File: src/rtl/pipe_subtractor_pkg.sv
// Shared types and constants for the pipelined subtractor.
// Provides default widths, the result flag bundle and the latency function.
package sub_pkg;

    localparam int WIDTH_DEF = 32;
    localparam int TAG_W_DEF = 4;

    typedef struct packed {
        logic bo;
        logic ovf;
        logic zero;
        logic neg;
    } sub_flags_t;

    // The pipeline has an operand stage, log2(width) prefix levels
    // and a result stage.
    function automatic int sub_lat(input int width);
        return $clog2(width) + 2;
    endfunction

endpackage

File: src/rtl/pipe_subtractor_if.sv
// Operand/result handshake bundle for pipe_subtractor.
// slave: in_valid/a/b/bi/in_tag/out_ready in; in_ready/out_valid/d/flags/out_tag out.
interface pipe_subtractor_if
    import sub_pkg::*;
#(
    parameter int WIDTH = WIDTH_DEF,
    parameter int TAG_W = TAG_W_DEF
) ();

    logic             in_valid;
    logic             in_ready;
    logic [WIDTH-1:0] a;
    logic [WIDTH-1:0] b;
    logic             bi;
    logic [TAG_W-1:0] in_tag;
    logic             out_valid;
    logic             out_ready;
    logic [WIDTH-1:0] d;
    logic             bo;
    logic             ovf;
    logic             zero;
    logic             neg;
    logic [TAG_W-1:0] out_tag;

    modport master (
        output in_valid, a, b, bi, in_tag, out_ready,
        input  in_ready, out_valid, d, bo, ovf, zero, neg, out_tag
    );

    modport slave (
        input  in_valid, a, b, bi, in_tag, out_ready,
        output in_ready, out_valid, d, bo, ovf, zero, neg, out_tag
    );

endinterface

File: src/rtl/pipe_subtractor_prefix_level.sv
// One registered parallel-prefix level combining (G,P) pairs at distance SPAN.
// Ports: clk, rstn, i_en (hold when 0), i_g/i_p in, o_g/o_p registered out.
module prefix_level #(
    parameter int WIDTH = 32,
    parameter int SPAN  = 1
) (
    input  logic             clk,
    input  logic             rstn,
    input  logic             i_en,
    input  logic [WIDTH-1:0] i_g,
    input  logic [WIDTH-1:0] i_p,
    output logic [WIDTH-1:0] o_g,
    output logic [WIDTH-1:0] o_p
);

    logic [WIDTH-1:0] w_g;
    logic [WIDTH-1:0] w_p;
    logic [WIDTH-1:0] r_g;
    logic [WIDTH-1:0] r_p;

    // Positions below SPAN already hold their full prefix and pass through.
    always_comb begin
        w_g = i_g;
        w_p = i_p;
        for (int i = SPAN; i < WIDTH; i++) begin
            w_g[i] = i_g[i] | (i_p[i] & i_g[i-SPAN]);
            w_p[i] = i_p[i] & i_p[i-SPAN];
        end
    end

    always_ff @(posedge clk or negedge rstn) begin
        if (!rstn) begin
            r_g <= '0;
            r_p <= '0;
        end else if (i_en) begin
            r_g <= w_g;
            r_p <= w_p;
        end
    end

    assign o_g = r_g;
    assign o_p = r_p;

endmodule

File: src/rtl/pipe_subtractor.sv
// Pipelined D = A - B - Bi on a prefix-carry adder fed with ~B and ~Bi.
// Ports: clk, rstn, bus (pipe_subtractor_if.slave). Macro PIPE_SUB_SAT_EN saturates on overflow.
module pipe_subtractor
    import sub_pkg::*;
#(
    parameter int WIDTH = WIDTH_DEF,
    parameter int TAG_W = TAG_W_DEF
) (
    input  logic            clk,
    input  logic            rstn,
    pipe_subtractor_if.slave bus
);

    localparam int LVL = $clog2(WIDTH);

    logic             w_adv;
    logic [WIDTH-1:0] w_g [LVL+1];
    logic [WIDTH-1:0] w_p [LVL+1];
    logic [WIDTH:0]   w_c;
    logic [WIDTH-1:0] w_raw;
    logic [WIDTH-1:0] w_d;
    logic             w_ovf;
    sub_flags_t       w_flags;

    logic [WIDTH-1:0] r_g0;
    logic [WIDTH-1:0] r_p1  [LVL+1];
    logic             r_c0  [LVL+1];
    logic             r_sa  [LVL+1];
    logic             r_sb  [LVL+1];
    logic [TAG_W-1:0] r_tag [LVL+1];
    logic             r_vld [LVL+1];

    logic [WIDTH-1:0] r_d;
    sub_flags_t       r_flags;
    logic [TAG_W-1:0] r_otag;
    logic             r_ovld;

    // Whole pipe moves in lockstep; an empty output slot also frees it.
    assign w_adv       = bus.out_ready | ~r_ovld;
    assign bus.in_ready = w_adv;

    always_ff @(posedge clk or negedge rstn) begin
        if (!rstn) begin
            r_g0 <= '0;
            for (int k = 0; k <= LVL; k++) begin
                r_p1[k]  <= '0;
                r_c0[k]  <= 1'b0;
                r_sa[k]  <= 1'b0;
                r_sb[k]  <= 1'b0;
                r_tag[k] <= '0;
                r_vld[k] <= 1'b0;
            end
        end else if (w_adv) begin
            r_g0     <= bus.a & ~bus.b;
            r_p1[0]  <= bus.a ^ ~bus.b;
            r_c0[0]  <= ~bus.bi;
            r_sa[0]  <= bus.a[WIDTH-1];
            r_sb[0]  <= bus.b[WIDTH-1];
            r_tag[0] <= bus.in_tag;
            r_vld[0] <= bus.in_valid;
            for (int k = 1; k <= LVL; k++) begin
                r_p1[k]  <= r_p1[k-1];
                r_c0[k]  <= r_c0[k-1];
                r_sa[k]  <= r_sa[k-1];
                r_sb[k]  <= r_sb[k-1];
                r_tag[k] <= r_tag[k-1];
                r_vld[k] <= r_vld[k-1];
            end
        end
    end

    assign w_g[0] = r_g0;
    assign w_p[0] = r_p1[0];

    for (genvar k = 0; k < LVL; k++) begin : g_lvl
        prefix_level #(
            .WIDTH (WIDTH),
            .SPAN  (1 << k)
        ) u_lvl (
            .clk  (clk),
            .rstn (rstn),
            .i_en (w_adv),
            .i_g  (w_g[k]),
            .i_p  (w_p[k]),
            .o_g  (w_g[k+1]),
            .o_p  (w_p[k+1])
        );
    end

    // w_g/w_p[LVL][i] are group terms over bits i..0, so carry i+1 needs c0.
    assign w_c   = {w_g[LVL] | (w_p[LVL] & {WIDTH{r_c0[LVL]}}), r_c0[LVL]};
    assign w_raw = r_p1[LVL] ^ w_c[WIDTH-1:0];
    assign w_ovf = (r_sa[LVL] ^ r_sb[LVL]) & (w_raw[WIDTH-1] ^ r_sa[LVL]);

`ifdef PIPE_SUB_SAT_EN
    // Overflow direction follows the minuend sign.
    assign w_d = w_ovf ? {r_sa[LVL], {(WIDTH-1){~r_sa[LVL]}}} : w_raw;
`else
    assign w_d = w_raw;
`endif

    always_comb begin
        w_flags      = '0;
        w_flags.bo   = ~w_c[WIDTH];
        w_flags.ovf  = w_ovf;
        w_flags.zero = (w_d == '0);
        w_flags.neg  = w_d[WIDTH-1];
    end

    always_ff @(posedge clk or negedge rstn) begin
        if (!rstn) begin
            r_d     <= '0;
            r_flags <= '0;
            r_otag  <= '0;
            r_ovld  <= 1'b0;
        end else if (w_adv) begin
            r_d     <= w_d;
            r_flags <= w_flags;
            r_otag  <= r_tag[LVL];
            r_ovld  <= r_vld[LVL];
        end
    end

    assign bus.out_valid = r_ovld;
    assign bus.d         = r_d;
    assign bus.bo        = r_flags.bo;
    assign bus.ovf       = r_flags.ovf;
    assign bus.zero      = r_flags.zero;
    assign bus.neg       = r_flags.neg;
    assign bus.out_tag   = r_otag;

endmodule

File: src/flat_wrapper.sv
// flat-port wrapper written by rule: the top's interface ports become plain ports
module pipe_subtractor_flat import sub_pkg::*;
#(
    parameter int WIDTH = WIDTH_DEF,
    parameter int TAG_W = TAG_W_DEF
)
  (clk, rstn, bus_in_valid, bus_a, bus_b, bus_bi, bus_in_tag, bus_out_ready, bus_in_ready, bus_out_valid, bus_d, bus_bo, bus_ovf, bus_zero, bus_neg, bus_out_tag);
  pipe_subtractor_if #(.WIDTH(WIDTH), .TAG_W(TAG_W)) bus_i ();
  input  logic clk;
  input  logic rstn;
  input wire logic [$bits(bus_i.in_valid)-1:0] bus_in_valid;
  input wire logic [$bits(bus_i.a)-1:0] bus_a;
  input wire logic [$bits(bus_i.b)-1:0] bus_b;
  input wire logic [$bits(bus_i.bi)-1:0] bus_bi;
  input wire logic [$bits(bus_i.in_tag)-1:0] bus_in_tag;
  input wire logic [$bits(bus_i.out_ready)-1:0] bus_out_ready;
  output wire logic [$bits(bus_i.in_ready)-1:0] bus_in_ready;
  output wire logic [$bits(bus_i.out_valid)-1:0] bus_out_valid;
  output wire logic [$bits(bus_i.d)-1:0] bus_d;
  output wire logic [$bits(bus_i.bo)-1:0] bus_bo;
  output wire logic [$bits(bus_i.ovf)-1:0] bus_ovf;
  output wire logic [$bits(bus_i.zero)-1:0] bus_zero;
  output wire logic [$bits(bus_i.neg)-1:0] bus_neg;
  output wire logic [$bits(bus_i.out_tag)-1:0] bus_out_tag;
  assign bus_i.in_valid = bus_in_valid;
  assign bus_i.a = bus_a;
  assign bus_i.b = bus_b;
  assign bus_i.bi = bus_bi;
  assign bus_i.in_tag = bus_in_tag;
  assign bus_i.out_ready = bus_out_ready;
  assign bus_in_ready = bus_i.in_ready;
  assign bus_out_valid = bus_i.out_valid;
  assign bus_d = bus_i.d;
  assign bus_bo = bus_i.bo;
  assign bus_ovf = bus_i.ovf;
  assign bus_zero = bus_i.zero;
  assign bus_neg = bus_i.neg;
  assign bus_out_tag = bus_i.out_tag;
  pipe_subtractor #(.WIDTH(WIDTH), .TAG_W(TAG_W)) u_core (.clk(clk), .rstn(rstn), .bus(bus_i));
endmodule
File: config.mk
export PLATFORM = sky130hd
export DESIGN_NAME = pipe_subtractor_flat
export DESIGN_NICKNAME = d
export VERILOG_FILES = /design/src/rtl/pipe_subtractor_pkg.sv /design/src/rtl/pipe_subtractor_if.sv /design/src/rtl/pipe_subtractor_prefix_level.sv /design/src/rtl/pipe_subtractor.sv /design/src/flat_wrapper.sv
export SDC_FILE = /design/constraint.sdc
export NUM_CORES = 1
export LEC_CHECK = 0
export CORE_ASPECT_RATIO = 1.25
export CORE_MARGIN = 3
export CORE_UTILIZATION = 61
export CTS_BUF_LIST = sky130_fd_sc_hd__clkbuf_4 sky130_fd_sc_hd__clkbuf_8
export DETAILED_ROUTE_END_ITERATION = 8
export DONT_BUFFER_PORTS = 1
export PLACE_DENSITY_LB_ADDON = 0.2
export SYNTH_ARGS = -nofsm -noshare
export SYNTH_HDL_FRONTEND = slang
export SYNTH_HIERARCHICAL = 1
export SYNTH_SLANG_ARGS = --single-unit
File: constraint.sdc
create_clock -name clk -period 2.7 [get_ports clk]
set_clock_uncertainty 0.1 [all_clocks]
set_input_delay 0.27 -clock clk [delete_from_list [all_inputs] [get_ports clk]]
set_output_delay 0.27 -clock clk [all_outputs]
set_load 0.02 [all_outputs]
# After elaboration in Yosys (flattened, before gate mapping)
# Index checks and enable logic that the tools add are counted.
dict set report totals {
  inputBits 73
  regBits 633
  word_cells 455
  out_inout_bits 42
}
dict set report classes {
  bitwise 400
  n_reduce_logical 1
}
# operator n
set op_table {}
lappend op_table {{$and A1 B1 Y1} 259}
lappend op_table {{$or A1 B1 Y1} 130}
lappend op_table {{$and A32 B32 Y32} 2}
lappend op_table {{$xor A32 B32 Y32} 2}
lappend op_table {{$logic_not A32 Y1} 1}
lappend op_table {{$not A32 Y32} 1}
lappend op_table {{$or A32 B32 Y32} 1}
lappend op_table {{$not A1 Y1} 3}
lappend op_table {{$xor A1 B1 Y1} 2}

# Logic depth before layout (Yosys ltp)
# Gate-level depths: netlist of the first run.
dict set report depth {
  word_depth 5
  mapped_depth 10
  depth_no_buf 6
}

# Modules after synthesis
# Netlist of the first run, hierarchy kept.
# mod seq_area_each_um2 area_each_um2 cells_per_inst n_inst
set modules_own_cells {}
lappend modules_own_cells {pipe_subtractor 7807.5 12723.5 1424 1}
lappend modules_own_cells {{prefix_level at u_core.g_lvl[1].u_lvl} 1601.5 2612.5 262 1}
lappend modules_own_cells {{prefix_level at u_core.g_lvl[3].u_lvl} 1601.5 2597.5 236 1}
lappend modules_own_cells {{prefix_level at u_core.g_lvl[0].u_lvl} 1601.5 2593.7 266 1}
lappend modules_own_cells {{prefix_level at u_core.g_lvl[4].u_lvl} 1601.5 2561.2 203 1}
lappend modules_own_cells {{prefix_level at u_core.g_lvl[2].u_lvl} 1601.5 2557.5 253 1}

# Worst setup path after synthesis of the first run
# OpenSTA, ideal clock, no wires.
dict set report synth_path {
  path_type {register to register}
  from {reg u_core.r_ovld, in the netlist u_core/bus.out_valid}
  to {reg u_core.g_lvl[4].u_lvl.r_g[15]}
  stages_incl_launch_ff 9
  slack_ps 194
  arrival_time_ps 2281
  path_cell_list {dfrtp_1 nor2b_1 buf_2 inv_2 buf_2 clkbuf_1 buf_6 buf_6 mux2_2}
}
dict set report synth_between {
  elab_chain_cells 2
}
# item line_no
set synth_lines {}
lappend synth_lines {{start, declared} pipe_subtractor.sv:36} ;# logic r_ovld;
lappend synth_lines {{start signal, assigned} pipe_subtractor.sv:120} ;# r_ovld <= r_vld[LVL];
lappend synth_lines {{$not A1 Y1} pipe_subtractor.sv:39} ;# assign w_adv = bus.out_ready | ~r_ovld;
lappend synth_lines {{$or A1 B1 Y1} pipe_subtractor.sv:39}
lappend synth_lines {{net bus_in_ready} flat_wrapper.sv:17} ;# output wire logic [$bits(bus_i.in_ready)-1:0] bus_in_ready;
lappend synth_lines {{end signal, assigned} pipe_subtractor_prefix_level.sv:36} ;# r_g <= w_g;
lappend synth_lines {{end, declared} pipe_subtractor_prefix_level.sv:18} ;# logic [WIDTH-1:0] r_g;
# The timed path passes the listed nets, and every way through them passes these cells.
# A chain may end at the register's enable or synchronous reset.

# Worst setup path after layout of the first run
dict set report layout_path {
  from {reg u_core.r_ovld, in the netlist u_core/bus.out_valid}
  to {out bus_in_ready}
}
dict set report layout_between {
  elab_chain_cells 2
}
# item line_no
set layout_lines {}
lappend layout_lines {{$not A1 Y1} pipe_subtractor.sv:39}
lappend layout_lines {{$or A1 B1 Y1} pipe_subtractor.sv:39}
lappend layout_lines {{end, declared} flat_wrapper.sv:17}
# No other way between the ends.

==> results of run 1 <==
[Yosys cell counts, drive strengths merged, types with 2 or more instances]
library cell / number / share of area (%)
nand4: 7 / 0.17
nor4: 2 / 0.049
ha: 32 / 1.6
nand2: 856 / 13
o21ai: 161 / 3.1
inv: 162 / 2.4
nand3: 129 / 2.5
clkbuf: 59 / 0.87
xor2: 31 / 1.1
nor2: 132 / 1.9
mux2: 62 / 3.0
a21oi: 290 / 6.3
dfrtp: 632 / 62
buf: 79 / 2.5
[metal layers]
metal / vias to the layer above / global-route usage (%) / routed length (um)
met4: 0 / 8.58 / 1380
li1: 8680 / - / -
met1: 8692 / 37.3 / 25700
met5: - / 0 / 0
met2: 388 / 38.4 / 26000
met3: 77 / 3.53 / 2350
[sequential cells by signal, summed over array words and instances, names as in the netlist]
| name | flops |
|---|---|
| u_core/r_p1 | 192 |
| u_core/g_lvl.u_lvl/o_g | 160 |
| u_core/bus.ovf | 1 |
| u_core/bus.bo | 1 |
| u_core/r_tag | 24 |
| u_core/r_vld | 6 |
| u_core/bus.out_tag | 4 |
| u_core/bus.out_valid | 1 |
| u_core/r_c0 | 6 |
| u_core/bus.zero | 1 |
| u_core/bus.d | 32 |
| u_core/r_sb | 6 |
| u_core/r_g0 | 32 |
| u_core/r_sa | 6 |
| u_core/g_lvl.u_lvl/o_p | 160 |
[stage by stage]
stage          hold slack [ns]  instance area, um2
2_1_floorplan           -0.126               25600
3_5_place_dp           -0.0912               25700
3_3_place_gp           -0.0843               25700
6_report                -0.754               28700
4_1_cts                 -0.798               28700
5_1_grt                 -0.788               28700
[worst max-delay path, delay by kind of cell, from the launching register on]
kind                   cells  cell delay (ns)
buffers and inverters      3             0.63
flip-flops                 1             0.45
AND/OR/NAND/NOR            1             0.34
[where the power goes]
group	total (mW)	leakage [nW]	internal [mW]	switching, mW
clock	7.99	1.05	4.55	3.44
combinational	7.24	5.02	2.94	4.30
sequential	16.5	7.88	13.0	3.49
total	31.7	14.0	20.5	11.2
[how the worst max path moves through the flow]
stage,start,end,depth (start not counted)
floorplan,u_core/bus.out_valid,u_core/g_lvl[4].u_lvl/o_g[15],8
global placement,u_core/bus.out_valid,u_core/g_lvl[4].u_lvl/o_g[8],4
detailed placement,u_core/bus.out_valid,u_core/g_lvl[4].u_lvl/o_p[4],4
CTS,u_core/bus.out_valid,bus_in_ready,4
global route,u_core/bus.out_valid,bus_in_ready,4
finish,u_core/bus.out_valid,bus_in_ready,4
[cell families after synthesis]
family,synth area share [%]
muxes,2.97
adders and majority gates,1.56
xor gates and xnor gates,1.09
DFF,61.7
and+or+nand+nor,17.3
AOI/OAI and AO/OA,9.64
buffers and inverters,5.76
[cell type report]
class / count / area [um2] / area share [%]
well taps: 552 / 691 / 2.41
inverters: 162 / 616 / 2.14
clock buffers: 154 / 1920 / 6.68
multi-input cells: 1712 / 8360 / 29.1
clock inverters: 7 / 70.1 / 0.244
flip-flops and latches: 632 / 15800 / 55.1
repair buffers: 118 / 1240 / 4.32
[what timing repair did]
| item | in CTS | in global routing |
|---|---|---|
| gates cloned | 0 | 1 |
| endpoints found under the hold margin | 729 | 632 |
| resized for setup | 1 | 0 |
| endpoints found under the setup margin | 1 | 1 |
==> qor.yml, run 1 <==
synth_nets: 2749
wirelength_mm: 55.4
max_freq_mhz: 403
holdWs_ns: -0.754
vias: 17837
core.rowCount: 83
finished_layout_cells: 3337
first_global_vias: 17303
synth_sequential_area_ratio_pct: 61.7
overflow: 0
drc_errors: 0
max_stage_delay_ns: 0.45
clockBufferDepth: 3
layout_commonest_cell: "sky130_fd_sc_hd__nand2_1"
grt_setup_unrepaired: "no"
finalSetupViolations: 0
tritoncts.num_buffers: 94
power.leakage_nw: 14.0
final_min_period_over_clock_period_pct: 92.0
total_power_mw: 31.7
ctsHtreeMaxLevel: 3
placed_cells_incl_taps: 3073
synth.avg_cell_area_um2: 9.70
tritoncts_clock_tree: "yes"
layout-drive-gt1-share_pct: 9.91
path_clk_slew_ns: 0.06
worst-setup-path-type: "reg -> out"
slew_violations: 311
failed_checks: "negative hold slack, max-slew violations"
power-per-cell-area_nw_per_um2: 1110
fin_ws_ns: 0.216
post-route-min-period_ns: 2.48
area.growth.synth_to_final_pct: 12.0
routabilityCongestion: 0.830
post-cts-setup-buffer-count: 0
cp_slowest_cell: "sky130_fd_sc_hd__dfrtp_1"
max-cap-violations: 0
max_slew.worst_pin.slew_ns: 2.01
placement_stage_worst_setup_slack_ns: 0.336
worst-path-max-fanout: 80
worstPathCellList: "nor2b_4, inv_8, buf_16, buf_4"
synthesis.instances: 2644
critPathCaptureType: "output port"
floorplan.initialDensity_pct: 62.0
peak_ir_drop_on_the_vdd_network_uv: 1140
first_pass_grt_wire_length_mm: 90.9
post_synth_instance_area_um2: 25600
count_of_warnings_emitted_by_yosys: 6
status: "finished with violations"
nFillCells: 3219
post_synthesis_cell_type_count: 35
route.detailed.wl_per_inst_um: 16.6
die_area_um2: 44600
worstReg2RegEnd: "u_core/g_lvl[4].u_lvl/o_p[4]"
crit-reg2reg-launch: "u_core/bus.out_valid"
vias_per_cell: 5.35
global_route.usage.total_pct: 25.0
io_pins: 115
insertion_delay_ns: 0.65
floorplan.die.height_um: 235
dpl.hpwl_mm: 34.5
layout.nets: 2825
start_kind: "register"
core-area_um2: 41300
regToRegSetupSlack_ns: 0.28
grt_max_degree: 633
number_of_enable_flip_flop_cells_after_synthesis: 0
cts.hold.buffers_added: 102
first_iter_violations: 1702
flip_flop_and_latch_count_after_synthesis: 632
grt_antenna_before_repair: 0
postLayoutCoreUtil_pct: 69.5
final_hold_viol_count: 632
die_width_um: 189
r2r_cells: 4
fin_tns_setup_ns: 0
worst_ep_arrival_time_ns: 2.11
max-slew-margin-rel_pct: -33.8
dr.pass1.iters: 5
diodes: 0
postRouteAntennaNets: 0
holdCritPathClass: "in -> async"
place.port_buffers: 0
postSynth.asyncResetShare_pct: 100
worst_ep_required_time_ns: 2.33
final_cell_mix: "856 x sky130_fd_sc_hd__nand2_1, 632 x sky130_fd_sc_hd__dfrtp_1, 255 x sky130_fd_sc_hd__a21oi_1, 161 x sky130_fd_sc_hd__inv_1, 132 x sky130_fd_sc_hd__nor2_1"
dominantRegCellSynth: "sky130_fd_sc_hd__dfrtp_1"
clock_sink_count: 632
cts_root_buffer: "sky130_fd_sc_hd__clkbuf_8"
(Power assumes the default switching activity.)
==> run 2: changes to the inputs <==
--- a/config.mk
+++ b/config.mk
@@ -5,12 +5,12 @@
 export SDC_FILE = /design/constraint.sdc
 export NUM_CORES = 1
 export LEC_CHECK = 0
+export BUFFER_PORTS_ARGS = -buffer_cell sky130_fd_sc_hd__buf_2
 export CORE_ASPECT_RATIO = 1.25
 export CORE_MARGIN = 3
 export CORE_UTILIZATION = 61
 export CTS_BUF_LIST = sky130_fd_sc_hd__clkbuf_4 sky130_fd_sc_hd__clkbuf_8
 export DETAILED_ROUTE_END_ITERATION = 8
-export DONT_BUFFER_PORTS = 1
 export PLACE_DENSITY_LB_ADDON = 0.2
 export SYNTH_ARGS = -nofsm -noshare
 export SYNTH_HDL_FRONTEND = slang
==> run 2 against run 1 <==
  * The flow now finishes without violations
  * Clock-buffer cell count fell by 3
  * Global-route usage rose by 1.3 points
  * Non-clock buffer count is 138 higher
  * Highest routed layer unchanged
  * Critical endpoint unchanged
  * Worst hold slack gained 0.86 ns
==> qor.yml, run 2 (synthesis results as in run 1) <==
drc_errors: 0  # unchanged
nFillCells: 3193  # -0.81%
max-cap-violations: 0  # unchanged
insertion_delay_ns: 0.65  # about the same
dr.pass1.iters: 5  # unchanged
max_freq_mhz: 388  # -3.6%
grt_setup_unrepaired: "no"
start_kind: "register"
diodes: 0  # unchanged
place.port_buffers: 114  # +114
slew_violations: 0  # -100%
path_clk_slew_ns: 0.06  # about the same
clock_sink_count: 632  # unchanged
core-area_um2: 41300  # unchanged
post-cts-setup-buffer-count: 0  # unchanged
tritoncts_clock_tree: "yes"
holdCritPathClass: "in -> reg"
wirelength_mm: 56.9  # +2.8%
first_global_vias: 18633  # +7.7%
critPathCaptureType: "output port"
first_pass_grt_wire_length_mm: 95.4  # +4.9%
max_slew.worst_pin.slew_ns: 0.926  # -1.08 ns
max-slew-margin-rel_pct: 38.3  # +72 points
status: "complete, no violations"
final_min_period_over_clock_period_pct: 95.4  # +3.4 points
routabilityCongestion: 0.859  # +3.4%
post-route-min-period_ns: 2.58  # +0.0920 ns
cts.hold.buffers_added: 102  # unchanged
route.detailed.wl_per_inst_um: 16.4  # -1.1%
final_cell_mix: "856 x sky130_fd_sc_hd__nand2_1, 632 x sky130_fd_sc_hd__dfrtp_1, 255 x sky130_fd_sc_hd__a21oi_1, 161 x sky130_fd_sc_hd__inv_1, 132 x sky130_fd_sc_hd__nor2_1"
clockBufferDepth: 3  # unchanged
vias: 18510  # +3.8%
layout_commonest_cell: "sky130_fd_sc_hd__nand2_1"
vias_per_cell: 5.34  # -0.18%
layout-drive-gt1-share_pct: 14.0  # +4.1 points
global_route.usage.total_pct: 26.3  # +1.3 points
grt_antenna_before_repair: 0  # unchanged
ctsHtreeMaxLevel: 3  # unchanged
area.growth.synth_to_final_pct: 15.3
postRouteAntennaNets: 0  # unchanged
fin_tns_setup_ns: 0  # unchanged
layout.nets: 2961  # +4.8%
die_width_um: 189  # unchanged
floorplan.initialDensity_pct: 62.0  # unchanged
dpl.hpwl_mm: 37.3  # +8.4%
grt_max_degree: 207  # -67%
tritoncts.num_buffers: 92  # -2.1%
io_pins: 115  # unchanged
first_iter_violations: 1369  # -20%
post_cts.resized_instances: 0  # -1
worst_ep_required_time_ns: 2.33  # about the same
worst-path-max-fanout: 123  # +54%
cts_root_buffer: "sky130_fd_sc_hd__clkbuf_8"
peak_ir_drop_on_the_vdd_network_uv: 980  # -14%
finalSetupViolations: 0  # unchanged
floorplan.die.height_um: 235  # unchanged
power.leakage_nw: 14.6  # +4.3%
total_power_mw: 32.2  # +1.5%
worst-setup-path-type: "reg -> out"
worst_ep_arrival_time_ns: 2.21  # +0.10 ns
die_area_um2: 44600  # unchanged
largest_register_ff_count: 192  # unchanged
core.rowCount: 83  # unchanged
power-per-cell-area_nw_per_um2: 1090  # -1.4%
final_hold_viol_count: 0  # -100%
registers.top_by_ff_count: "u_core/r_p1"
overflow: 0  # unchanged
## run 2: cell count changes in the layout (fill, tap and decap cells not counted), moves of 3 or more
cell,previous run,this run
sky130_fd_sc_hd__buf_4,9,21
sky130_fd_sc_hd__clkbuf_8,122,125
sky130_fd_sc_hd__clkbuf_4,32,26
sky130_fd_sc_hd__clkinvlp_4,4,1
sky130_fd_sc_hd__buf_2,0,113
sky130_fd_sc_hd__buf_12,5,19
## run 2: layout make-up
cell class                      instances  area (um2)  area share (%)
Sequential cell                       632       15800            53.5
Inverter                              162         616            2.08
Multi-Input combinational cell       1712        8360            28.3
Timing Repair Buffer                  256        2140            7.24
Tap cell                              552         691            2.34
Clock inverter                          4        22.5          0.0762
Clock buffer                          151        1920            6.48
## run 2: per-layer routing
metal | global-route usage, % | up-vias | share of wire, %
li1 | - | 8943 | -
met1 | 37.5 | 8989 | 45
met2 | 41.8 | 478 | 48
met3 | 3.38 | 100 | 4.3
met4 | 9.97 | 0 | 3.1
met5 | 0 | - | 0
## run 2: power breakdown
part           internal, mW  switching [mW]
combinational          3.28            5.03
sequential             13.0            3.05
clock                  4.44            3.38
## run 2: final timing paths
check	from	end	slack, ns	cells after the start
worst min register to register	u_core/bus.out_tag[3]	u_core/bus.out_tag[3]	0.36	2
worst min-delay path	bus_out_ready	u_core/g_lvl[3].u_lvl/o_g[14]	0.10	4
worst max-delay path	u_core/bus.out_valid	bus_in_ready	0.12	4
worst max register to register	u_core/r_c0[0]	u_core/bus.zero	0.62	6
min in group asynchronous	rstn	u_core/r_p1[30]	0.14	2
max in group asynchronous	rstn	u_core/r_p1[137]	1.51	3
## run 2: metrics by stage
stage          cells  utilization (%)  hold WS (ns)  cell area [um2]  setup slack [ns]
2_1_floorplan   2644                -        -0.126            25600             0.194
3_3_place_gp    3212             64.4         0.211            26600             0.653
3_5_place_dp    3212             64.4         0.218            26600             0.635
4_1_cts         3469             71.5        0.0606            29600             0.111
5_1_grt         3469             71.5         0.126            29600            0.0106
6_report        3469             71.5         0.104            29600             0.124
## run 2: worst max-delay path, cell delays in order, from the launching register on
cell	delay [ns]
sky130_fd_sc_hd__dfrtp_1	0.37
sky130_fd_sc_hd__nor2b_4	0.17
sky130_fd_sc_hd__inv_8	0.26
sky130_fd_sc_hd__buf_12	0.39
sky130_fd_sc_hd__buf_2	0.27
